`config.mk`:
```
export PLATFORM = sky130hd
export DESIGN_NAME = pwm_peripheral
export DESIGN_NICKNAME = d
export VERILOG_FILES = /design/src/rtl/pwm_pkg.sv /design/src/rtl/pwm_prescaler.sv /design/src/rtl/pwm_peripheral.sv
export SDC_FILE = /design/constraint.sdc
export NUM_CORES = 1
export LEC_CHECK = 0
export CORE_MARGIN = 8
export CORE_UTILIZATION = 38
export CTS_CLUSTER_SIZE = 40
export DETAILED_ROUTE_END_ITERATION = 8
export PLACE_DENSITY = 0.76
export SYNTH_ARGS = -nofsm -noshare
export SYNTH_HDL_FRONTEND = slang
export SYNTH_SLANG_ARGS = --single-unit
export TNS_END_PERCENT = 20
```
`constraint.sdc`:
```
create_clock -name clk -period 1.61 [get_ports clk]
set_input_delay 0.322 -clock clk [delete_from_list [all_inputs] [get_ports clk]]
set_output_delay 0.322 -clock clk [all_outputs]
set_load 0.01 [all_outputs]
```
`src/rtl/pwm_pkg.sv`:
```
// Shared constants, channel mode type and decode helpers for the 16-channel PWM peripheral.
package pwm_pkg;

   localparam int PWM_CNT_W = 8;
   localparam int NUM_CH    = 16;

   localparam logic [PWM_CNT_W-1:0] DUTY_FULL = 8'hFF;
   localparam logic [PWM_CNT_W-1:0] CNT_MAX   = 8'hFF;

   typedef enum logic [1:0] {
      OFF         = 2'd0,
      STATIC_HIGH = 2'd1,
      PWM         = 2'd2
   } ch_mode_e;

   // The mode bit only matters once the channel is enabled.
   function automatic ch_mode_e decode_mode(input logic en_out, input logic en_pwm);
      ch_mode_e mode;
      if (!en_out) begin
         mode = OFF;
      end else if (!en_pwm) begin
         mode = STATIC_HIGH;
      end else begin
         mode = PWM;
      end
      return mode;
   endfunction

   // Full-scale duty pins the output high instead of leaving one low tick per period.
   function automatic logic pwm_compare(input logic [PWM_CNT_W-1:0] cnt,
                                        input logic [PWM_CNT_W-1:0] duty);
      return (duty == DUTY_FULL) || (cnt < duty);
   endfunction

endpackage

```
`src/rtl/pwm_prescaler.sv`:
```
// Free-running divider: tick is high for one clk out of every PRESCALE (every clk when PRESCALE=1).
module pwm_prescaler #(
   parameter int PRESCALE = 13
) (
   input  logic clk,
   input  logic rst_n,
   output logic tick
);

   localparam int CNT_W = (PRESCALE > 1) ? $clog2(PRESCALE) : 1;
   localparam logic [CNT_W-1:0] LAST = CNT_W'(PRESCALE - 1);

   logic [CNT_W-1:0] cnt;

   always_ff @(posedge clk or negedge rst_n) begin
      if (!rst_n) begin
         cnt <= '0;
      end else if (cnt == LAST) begin
         cnt <= '0;
      end else begin
         cnt <= cnt + CNT_W'(1);
      end
   end

   assign tick = (cnt == LAST);

endmodule

```
`src/rtl/pwm_peripheral.sv`:
```
// 16-channel PWM output stage fed by the SPI register block; each channel is off, high or PWM.
// Build option PWM_SYNC_UPDATE_EN: registers are shadowed and only take effect at period boundaries.
module pwm_peripheral
   import pwm_pkg::*;
#(
   parameter int PRESCALE = 13
) (
   input  logic        clk,
   input  logic        rst_n,
   input  logic [7:0]  en_reg_out_7_0,
   input  logic [7:0]  en_reg_out_15_8,
   input  logic [7:0]  en_reg_pwm_7_0,
   input  logic [7:0]  en_reg_pwm_15_8,
   input  logic [7:0]  pwm_duty_cycle,
   output logic [15:0] out,
   output logic        period_start
);

   logic                 tick;
   logic [PWM_CNT_W-1:0] pwm_cnt;
   logic                 wrap;
   logic                 wrap_q;

   logic [NUM_CH-1:0]    en_out;
   logic [NUM_CH-1:0]    en_pwm;
   logic [NUM_CH-1:0]    eff_en_out;
   logic [NUM_CH-1:0]    eff_en_pwm;
   logic [PWM_CNT_W-1:0] eff_duty;

   logic                 pwm_high;
   logic [NUM_CH-1:0]    out_next;

   assign en_out = {en_reg_out_15_8, en_reg_out_7_0};
   assign en_pwm = {en_reg_pwm_15_8, en_reg_pwm_7_0};

   pwm_prescaler #(
      .PRESCALE (PRESCALE)
   ) u_prescaler (
      .clk   (clk),
      .rst_n (rst_n),
      .tick  (tick)
   );

   assign wrap = tick && (pwm_cnt == CNT_MAX);

   always_ff @(posedge clk or negedge rst_n) begin
      if (!rst_n) begin
         pwm_cnt <= '0;
      end else if (tick) begin
         pwm_cnt <= pwm_cnt + PWM_CNT_W'(1);
      end
   end

`ifdef PWM_SYNC_UPDATE_EN
   logic [PWM_CNT_W-1:0] shadow_duty;
   logic [NUM_CH-1:0]    shadow_en_out;
   logic [NUM_CH-1:0]    shadow_en_pwm;

   // Captured on wrap so the whole next period runs on one consistent configuration.
   always_ff @(posedge clk or negedge rst_n) begin
      if (!rst_n) begin
         shadow_duty   <= '0;
         shadow_en_out <= '0;
         shadow_en_pwm <= '0;
      end else if (wrap) begin
         shadow_duty   <= pwm_duty_cycle;
         shadow_en_out <= en_out;
         shadow_en_pwm <= en_pwm;
      end
   end

   assign eff_duty   = shadow_duty;
   assign eff_en_out = shadow_en_out;
   assign eff_en_pwm = shadow_en_pwm;
`else
   assign eff_duty   = pwm_duty_cycle;
   assign eff_en_out = en_out;
   assign eff_en_pwm = en_pwm;
`endif

   assign pwm_high = pwm_compare(pwm_cnt, eff_duty);

   always_comb begin
      out_next = '0;
      for (int i = 0; i < NUM_CH; i++) begin
         case (decode_mode(eff_en_out[i], eff_en_pwm[i]))
            OFF:         out_next[i] = 1'b0;
            STATIC_HIGH: out_next[i] = 1'b1;
            PWM:         out_next[i] = pwm_high;
            default:     out_next[i] = 1'b0;
         endcase
      end
   end

   // period_start is a one-clk strobe with no back-pressure: it is valid for exactly the clk in
   // which out first shows pwm_cnt==0 of a new period, and a consumer must sample it every clk.
   // wrap is delayed twice so the strobe lines up with the registered out, not with pwm_cnt.
   always_ff @(posedge clk or negedge rst_n) begin
      if (!rst_n) begin
         wrap_q       <= 1'b0;
         period_start <= 1'b0;
         out          <= '0;
      end else begin
         wrap_q       <= wrap;
         period_start <= wrap_q;
         out          <= out_next;
      end
   end

endmodule

```
==> load_flow_metrics.sql <==
INSERT INTO impl_metrics (metric_group, metric, value, unit) VALUES
('outcome', 'run_status', 'complete, but fails checks', ''),
('outcome', 'failing_checks', 'setup timing', ''),
('route', 'via_per_inst', '4.80', ''),
('global_route', 'grt_start_max_net_pins', '31', ''),
('sta', 'period_utilization', '102', '%'),
('route', 'postRouteAntennaNets', '0', ''),
('sta', 'finalHoldViolCount', '0', ''),
('route', 'detailroute.via_count', '1123', ''),
('yosys', 'yosys_warnings', '0', ''),
('floorplan', 'placementRows', '22', ''),
('setup_path', 'list_of_cells_traversed_by_the_critical_path', 'ha_4 > and4_4 > o21ai_4 > o32ai_4 > buf_6 > a21boi_1', ''),
('global_route', 'antenna_violations_before_repair', '0', ''),
('sta', 'setup_violations', '16', ''),
('setup_path', 'rrSetupSlack', '-0.04', 'ns'),
('setup_path', 'slowest_stage_cell_on_the_critical_path', 'sky130_fd_sc_hd__dfrtp_1', ''),
('setup_path', 'startpoint', 'pwm_cnt[7]', ''),
('clock_network', 'clk-insertion-delay-late', '0.32', 'ns'),
('placed_design', 'final_weighted_congestion_in_routability_driven_placement', '0.848', ''),
('floorplan', 'chipWidth', '76.4', 'µm'),
('route', 'detailedRoute.firstIterationViolations', '36', ''),
('setup_path', 'worstSetupEndpointType', 'register', ''),
('placed_design', 'detailed_place_hpwl', '2880', 'µm'),
('floorplan', 'initial_core_util', '38.7', '%'),
('yosys', 'synthesis.area_per_instance', '12.8', 'µm²'),
('route', 'wl_per_cell', '16.2', 'µm'),
('power', 'powerDensity', '775', 'mW/mm²'),
('clock_network', 'path_clk_slew', '0.10', 'ns'),
('clock_network', 'htree_levels', '2', ''),
('setup_path', 'timing_worst_setup_path_type', 'register to register', ''),
('sta', 'postLayoutSetupSlackWorst', '-0.0383', 'ns'),
('setup_path', 'cp.arrival', '1.86', 'ns'),
('route', 'drt_first_pass_iters', '4', ''),
('yosys', 'post-synth-top-count-cell', 'sky130_fd_sc_hd__dfrtp_1', ''),
('sta', 'worst-slew-pin-transition', '0.374', 'ns'),
('yosys', 'synth_cells', '108', ''),
('sta', 'clock.fmax', '0.607', 'GHz'),
('hold_path', 'hp-start', 'wrap_q', ''),
('finish', 'insertedDiodeCount', '0', ''),
('clock_network', 'cts-root-buf', 'sky130_fd_sc_hd__clkbuf_4', ''),
('yosys', 'synth_area_leader_cell', 'sky130_fd_sc_hd__dfrtp_1', ''),
('global_route', 'globalRouteOverflowTotal', '0', ''),
('setup_path', 'critical_path.max_stage_delay', '0.44', 'ns'),
('setup_path', 'path_max_fanout', '6', ''),
('yosys', 'synth.cells.most_frequent', '30 x sky130_fd_sc_hd__dfrtp_1, 11 x sky130_fd_sc_hd__inv_1, 10 x sky130_fd_sc_hd__a21boi_2, 10 x sky130_fd_sc_hd__ha_1', ''),
('setup_path', 'reg2reg_depth', '6', ''),
('yosys', 'synth-main-ff-cell', 'sky130_fd_sc_hd__dfrtp_1', ''),
('sta', 'worst_slew_margin_rel', '75.0', '%'),
('clock_network', 'clkSinkCount', '30', ''),
('yosys', 'yosysSeqAreaShare', '54.2', '%'),
('yosys', 'synth_edf_count', '0', ''),
('yosys', 'postSynthNetCount', '160', ''),
('hold_path', 'worst_hold_path.num_cells', '0', ''),
('clock_network', 'cts_inserted_buffers', '5', ''),
('hold_path', 'min_to', 'period_start', ''),
('setup_path', 'crit_required', '1.82', 'ns'),
('finish', 'area_delta_synth_final', '69.5', '%'),
('sta', 'skew', '0.00808', 'ns'),
('route', 'detail_route.drc_violations', '0', ''),
('global_route', 'number_of_global_route_vias_before_repair', '1336', ''),
('power', 'power.ir.vdd_worst', '0.786', 'mV'),
('global_route', 'grt_use_total', '13.3', '%'),
('setup_path', 'worst_path_bufs_invs', '1', ''),
('finish', 'drive_gt1_share', '30.1', '%'),
('route', 'overall_routed_net_length', '3800', 'µm'),
('floorplan', 'io_pins', '59', ''),
('setup_path', 'worstReg2RegEnd', 'out[4]', ''),
('yosys', 'async_s_r_ff_share_synth', '100', '%'),
('setup_path', 'worstReg2RegStart', 'pwm_cnt[7]', ''),
('clock_network', 'cts_tree', 'built', ''),
('yosys', 'yosys_register_bits', '30', ''),
('job', 'timing.max_cap.violations', '0', '');
layout make-up:
class                           instances  area (µm²)
Clock buffer                            6        51.3
Clock inverter                          2        60.1
Inverter                               11        41.3
Multi-Input combinational cell         65         689
Fill cell                             281        1230
Timing Repair Buffer                   72         697
Tap cell                               48        60.1
Sequential cell                        30         751
cells by family after synthesis:
family / count (synthesis) / synth area share, %
and+or+nand+nor: 20 / 8.03
DFF: 30 / 54.2
muxes: 1 / 0.812
AOI/OAI and AO/OA: 26 / 18.8
buffers and inverters: 13 / 4.15
adders and majority gates: 10 / 9.03
xor gates and xnor gates: 8 / 5.05
layer usage:
| layer | up-vias | GRT usage, % | wire (µm) |
|---|---|---|---|
| met5 | - | 0 | 0 |
| met4 | 0 | 5.19 | 51 |
| met3 | 5 | 8.61 | 476 |
| met2 | 50 | 21.5 | 1850 |
| met1 | 540 | 13.3 | 1420 |
| li1 | 528 | - | - |
worst reg2reg max path, cell delays in order (launching register included):
cell                       delay, ns
sky130_fd_sc_hd__dfrtp_1        0.44
sky130_fd_sc_hd__ha_4           0.29
sky130_fd_sc_hd__and4_4         0.21
sky130_fd_sc_hd__o21ai_4        0.06
sky130_fd_sc_hd__o32ai_4        0.29
sky130_fd_sc_hd__buf_6          0.18
sky130_fd_sc_hd__a21boi_1       0.06
layout by cell type, fill, tap and decap left out, types with 3 or more instances in the layout:
cell type / instances
sky130_fd_sc_hd__ha_4: 4
sky130_fd_sc_hd__clkbuf_4: 5
sky130_fd_sc_hd__inv_1: 7
sky130_fd_sc_hd__clkdlybuf4s50_1: 49
sky130_fd_sc_hd__nor2_1: 5
sky130_fd_sc_hd__nand4_1: 5
sky130_fd_sc_hd__nand2_1: 3
sky130_fd_sc_hd__buf_4: 10
sky130_fd_sc_hd__xnor2_1: 6
sky130_fd_sc_hd__inv_2: 4
sky130_fd_sc_hd__dfrtp_1: 30
sky130_fd_sc_hd__ha_1: 5
sky130_fd_sc_hd__buf_6: 4
sky130_fd_sc_hd__a21boi_2: 14
sky130_fd_sc_hd__dlygate4sd2_1: 7
registers in the layout, summed over array words and instances (netlist names):
register	flops
out	16
pwm_cnt	8
u_prescaler.cnt	4
period_start	1
wrap_q	1
stage by stage:
step                      std cells  instance area, µm²  setup TNS (ns)  hold WS (ns)  power (W)
after detailed placement        224                2140           -9.58         0.346    0.00103
after floorplan                 108                1420          -0.367        0.0264   0.000848
after global routing            234                2350           -1.64         0.383    0.00189
after global placement          224                2140           -8.55         0.335    0.00102
after CTS                       236                2340           -1.33         0.370    0.00183
final                           234                2350          -0.416         0.364    0.00182
worst max-delay path by stage:
stage | cells after the start | slack [ns] | to
final | 6 | -0.04 | out[4]
after global routing | 6 | -0.12 | out[6]
after CTS | 7 | -0.11 | out[6]
after detailed placement | 8 | -0.63 | out[7]
after global placement | 8 | -0.56 | out[7]
after floorplan | 6 | -0.04 | out[10]
power by group:
group	switching [W]	internal (W)	total [W]	leakage, nW
registers	0.00000607	0.000774	0.000780	0.362
clock network	0.000276	0.000526	0.000802	0.0585
logic	0.0000837	0.000155	0.000239	0.605
what timing repair did:
item                       CTS  global route
gates resized for setup     21            17
setup endpoints to repair   16            23
gates cloned                 1             0
setup buffers                3             0
hold endpoints to repair     0             0
hold buffers                 0             0
pin swaps                    4            10
Note: power is estimated with default switching activity, not from simulation.
==> RTL edit 1: new RTL, same settings <==
The option `PWM_SYNC_UPDATE_EN` is turned on by a define.
--- a/src/rtl/pwm_peripheral.sv
+++ b/src/rtl/pwm_peripheral.sv
@@ -1,5 +1,7 @@
 // 16-channel PWM output stage fed by the SPI register block; each channel is off, high or PWM.
 // Build option PWM_SYNC_UPDATE_EN: registers are shadowed and only take effect at period boundaries.
+`define PWM_SYNC_UPDATE_EN
+
 module pwm_peripheral
    import pwm_pkg::*;
 #(
Function: changed (Yosys sat finds a counterexample within 4 cycles, from zero or initial values and one cycle with rst_n low).
==> RTL edit 1 against the unedited design <==
The flow still finishes with violations (setup timing); total power grew 100%; die area grew 87%; setup slack lost 100 ps; critical path depth grew 1; cell area grew 79%; sequential cell count grew 40; routed wire length grew 67%; clock skew is essentially flat; non-clock buffer count grew 14; synthesized area grew 110%; core utilization shrank 11 points; largest cell class unchanged; critical endpoint is now eff_en_out[1]; sequential share of layout area grew 9.8 points; critical path type unchanged; via count grew 63%.
==> RTL edit 1: results (changes against the unedited design) <==
GPL Wtd Cong: 0.748 (-12%)
max incr delay on CP: 400 ps (-40 ps)
Lkg Pwr: 1.97 nW (+92%)
clock skew: 7.88 ps (-0.193 ps)
cell family with most CP delay: simple AND/OR/NAND/NOR gates
vias in the first global route: 2087 (+56%)
final worst setup slack: -138 ps (-99.8 ps)
largest net degree at the start of global routing: 71 (+130%)
Seq/Total Area, Yosys: 58.9% (+4.7 points)
Num CTS Buffers: 9 (+4)
drt pass-1 iters: 5 (+1)
clock root buffer master: clkbuf_8
Worst-path clk slew: 70 ps (-30 ps)
layout cells sized above 1: 33.7% (+3.6 points)
most area-consuming cells after synthesis: dfrtp_1 (59%), mux2_4 (20%), ha_1 (4.2%)
worst skew pair latency: 340 ps (+20 ps)
CTS HTree Levels: 3 (+1)
final setup violation count: 45 (+29)
Total GRT Usage: 12.0% (-1.3 points)
drt wl/cell: 16.2 µm (about the same)
Post-synth top cells: dfrtp_1 (70), mux2_4 (40), a21boi_0 (16), ha_1 (10), inv_1 (10)
global-route wire length before repair: 10400 µm (+67%)
nets: 335 (+41%)
critical-path maximum fanout: 8 (+2)
Worst Path Arrival: 1980 ps (+120 ps)
Distinct cells, synth: 26 (-3.7%)
failing checks: setup timing
status: finished with violations
top_reg_cell synth: dfrtp_1
maximum vdd drop: 607 µV (-23%)
syn_nets: 244 (+53%)
Iter 0 DRT Violations: 45 (+25%)
relative slew slack: 75.4% (+0.38 points)
Worst setup SP type: flop
detailed placement HPWL: 4180 µm (+45%)
Buffers on Ports: 58 (unchanged)
RTL edit 1: where the power goes:
group | internal (mW) | switching, mW
logic | 0.226 | 0.107
registers | 1.83 | 0.0365
clock network | 0.870 | 0.657
RTL edit 1: logic make-up (layout without fill, tap and decap cells):
kind of cell | count (synthesis) | in the layout | synth area share [%]
buffers and inverters | 16 | 112 | 3.20
muxes | 41 | 41 | 20.6
xor gates and xnor gates | 8 | 8 | 2.36
adders and majority gates | 10 | 10 | 4.21
DFF | 70 | 70 | 58.9
and+or+nand+nor | 21 | 21 | 4.29
AOI/OAI and AO/OA | 26 | 26 | 6.52
RTL edit 1: routing by layer:
| metal | GRT usage (%) | vias to the layer above | wire, µm |
|---|---|---|---|
| li1 | - | 853 | - |
| met5 | 0 | - | 0 |
| met2 | 18.8 | 61 | 3010 |
| met4 | 4.55 | 0 | 49 |
| met1 | 14.2 | 903 | 2800 |
| met3 | 5.45 | 8 | 465 |
RTL edit 1: path summary, 6_finish.rpt:
kind	start	endpoint	slack, ps	cells after the start
worst max-delay path	u_prescaler.cnt[1]	eff_en_out[1]	-140	7
worst min-delay path	wrap_q	period_start	360	0
worst max register to register	u_prescaler.cnt[1]	eff_en_out[1]	-140	7
worst min register to register	wrap_q	period_start	360	0
max in group asynchronous	rst_n	pwm_cnt[1]	770	3
min in group asynchronous	rst_n	eff_duty[7]	520	3
RTL edit 1: cell type report:
| type | count | area (µm²) |
|---|---|---|
| flip-flops and latches | 70 | 1750 |
| well taps | 102 | 128 |
| fillers | 641 | 3450 |
| clock inverters | 6 | 86.3 |
| clock buffers | 10 | 128 |
| repair buffers | 86 | 877 |
| multi-input cells | 106 | 1190 |
| inverters | 10 | 37.5 |
RTL edit 1: repair_timing:
item / 4_1_cts / 5_1_grt
hold buffers: 0 / 1
pin swaps: 1 / 4
endpoints found under the setup margin: 56 / 58
cloned: 0 / 3
gates resized for setup: 4 / 6
endpoints found under the hold margin: 0 / 4
buffers inserted: 0 / 3
RTL edit 1: per-stage QoR:
stage,total power [mW],setup WS [ps],cells,TNS [ps],area [µm²]
finish,3.73,-138,390,-4750,4200
global route,3.90,-189,390,-7810,4200
CTS,3.77,-124,383,-4240,4090
detailed placement,2.23,-91.9,367,-3620,3850
global placement,2.22,-53.0,367,-1740,3850
floorplan,2.01,-163,192,-6550,3020
==> RTL edit 2: new RTL, same flow settings <==
Without the edit above. Put one more register stage on the output `out`, cleared by the reset. The value now appears one clock later. The other outputs are not delayed to match. Comments in the files are not updated.
--- a/src/rtl/pwm_peripheral.sv
+++ b/src/rtl/pwm_peripheral.sv
@@ -15,6 +15,8 @@
    output logic [15:0] out,
    output logic        period_start
 );
+
+   logic [15:0] out_s0;
 
    logic                 tick;
    logic [PWM_CNT_W-1:0] pwm_cnt;
@@ -99,11 +101,19 @@
       if (!rst_n) begin
          wrap_q       <= 1'b0;
          period_start <= 1'b0;
-         out          <= '0;
+         out_s0       <= '0;
       end else begin
          wrap_q       <= wrap;
          period_start <= wrap_q;
-         out          <= out_next;
+         out_s0       <= out_next;
+      end
+   end
+
+   always_ff @(posedge clk or negedge rst_n) begin
+      if (!rst_n) begin
+         out <= '0;
+      end else begin
+         out <= out_s0;
       end
    end
 
Formal check against the unedited RTL: not equivalent (Yosys sat finds a counterexample within 4 cycles, from zero or initial values and one cycle with rst_n low).
==> RTL edit 2 against the unedited design <==
The flow still finishes with violations (setup timing); clock skew decreased by 4.2 ps; cell count increased by 9.8%; die area up 23%; cell area is 18% higher; via count up 8.0%; sequential cell count up 16; total power rose by 21%; routed wire length down 2.9%; core utilization fell by 5.8 points; critical endpoint is now out_s0[2]; highest routed layer unchanged; count of clock-buffer cells in the layout up 1; setup slack worse by 18 ps; largest power group is now registers; synthesized area up 29%.
==> RTL edit 2: results (changes against the unedited design) <==
met1 Use GR: 11.8% (-1.5 points)
via count: 1213 (+8.0%)
Total Neg Setup Slack: -752 ps (-336 ps)
maximum vdd drop: 562 µV (-28%)
clock root buffer master: clkbuf_8
Vias/cell: 4.72 (-1.7%)
layout cells sized above 1: 27.1% (-3.0 points)
clock skew: 3.92 ps (-4.16 ps)
most area-consuming cells after synthesis: dfrtp_1 (64%), ha_1 (7.0%), a21boi_2 (6.3%)
global-route wire length before repair: 6220 µm (+0.44%)
Worst-path clk slew: 80 ps (-20 ps)
switching share of power: 20.7% (+0.61 points)
initial antenna violation count: 0 (unchanged)
Iter 0 DRT Violations: 43 (+19%)
DP Cell Count: 246 (+9.8%)
Seq/Total Area, Yosys: 64.4% (+10 points)
DP Area: 2560 µm² (+19%)
Post-synth top cells: dfrtp_1 (46), inv_1 (11), a21boi_2 (10), ha_1 (10)
Worst Max-Slew Pin Slew: 360 ps (-14.5 ps)
critical-path maximum fanout: 8 (+2)
final worst setup slack: -56.0 ps (-17.8 ps)
drt total wl: 3690 µm (-2.9%)
Lkg Pwr: 1.22 nW (+19%)
met3 usage: 6.34% (-2.3 points)
biggest regs: out x16, out_s0 x16, pwm_cnt x8
drt pass-1 iters: 4 (unchanged)
detailed placement HPWL: 2890 µm (+0.48%)
Fillers: 368 (+31%)
Worst Path Arrival: 1890 ps (+30 ps)
worst skew pair latency: 290 ps (-30 ps)
failing checks: setup timing
status: finished with violations
GPL Wtd Cong: 0.769 (-9.4%)
syn_nets: 176 (+10%)
vias in the first global route: 1348 (+0.90%)
Synth Area per Inst: 14.4 µm² (+12%)
Distinct cells, synth: 27 (unchanged)
largest net degree at the start of global routing: 33 (+6.5%)
Total GRT Usage: 11.2% (-2.1 points)
final setup violation count: 16 (unchanged)
grt met2 use: 18.5% (-3.0 points)
dpl ws: -543 ps (+83.0 ps)
sequential cell area: 1150 µm² (+53%)
==> RTL edit 2: cell types whose count changed after synthesis <==
cell	change
dfrtp_1	+16
==> RTL edit 2: final cells by class <==
type	count	share of cell area [%]
sequential	46	41.5
timing repair buffer	73	26.8
multi-input combinational	65	24.0
clock buffer	7	3.48
tap	54	2.44
inverter	11	1.49
clock inverter	1	0.316
==> RTL edit 2: power by group through the flow <==
stage                     Sequential [mW]  Combinational [mW]  Clock (mW)
final                                1.21               0.242       0.751
after global routing                 1.21               0.264       0.826
after CTS                            1.21               0.247       0.777
after detailed placement             1.23               0.238           0
after global placement               1.23               0.235           0
after floorplan                      1.24              0.0425           0
==> RTL edit 2: per-layer routing <==
metal  up-vias  part of all wire, %
met4         0                 0.68
met3         4                   10
li1        578                    -
met5         -                    0
met2        43                   49
met1       588                   40
==> RTL edit 2: worst paths after layout <==
| kind | from | endpoint | slack (ps) | cells past startpoint |
|---|---|---|---|---|
| worst max-delay path | pwm_cnt[5] | out_s0[2] | -60 | 7 |
| worst min-delay path | out_s0[2] | out[2] | 350 | 0 |
| worst max register to register | pwm_cnt[5] | out_s0[2] | -60 | 7 |
| worst min register to register | out_s0[2] | out[2] | 350 | 0 |
| max in group asynchronous | rst_n | out_s0[14] | 670 | 3 |
| min in group asynchronous | rst_n | out[6] | 470 | 2 |
==> RTL edit 2: timing repair <==
item	4_1_cts	5_1_grt
setup endpoints to repair	16	19
setup buffers	1	0
cloned	1	0
hold buffers	1	0
endpoints found under the hold margin	14	0
resized for setup	24	4
pin swaps	10	2
==> RTL edit 2: critical path, delay by kind of cell (launching register included) <==
family,cells,cell delay [ps]
compound gates,4,650
fa+ha+maj,1,230
buf+inv,2,280
flops,1,430
==> RTL edit 2: cell families after synthesis <==
group,synth area share [%]
AO/OA/AOI/OAI,14.6
XOR/XNOR,3.92
adder cells (fa/ha/maj),7.00
buffers and inverters,3.22
flip-flops,64.4
multiplexers,0.630
AND/OR/NAND/NOR,6.23
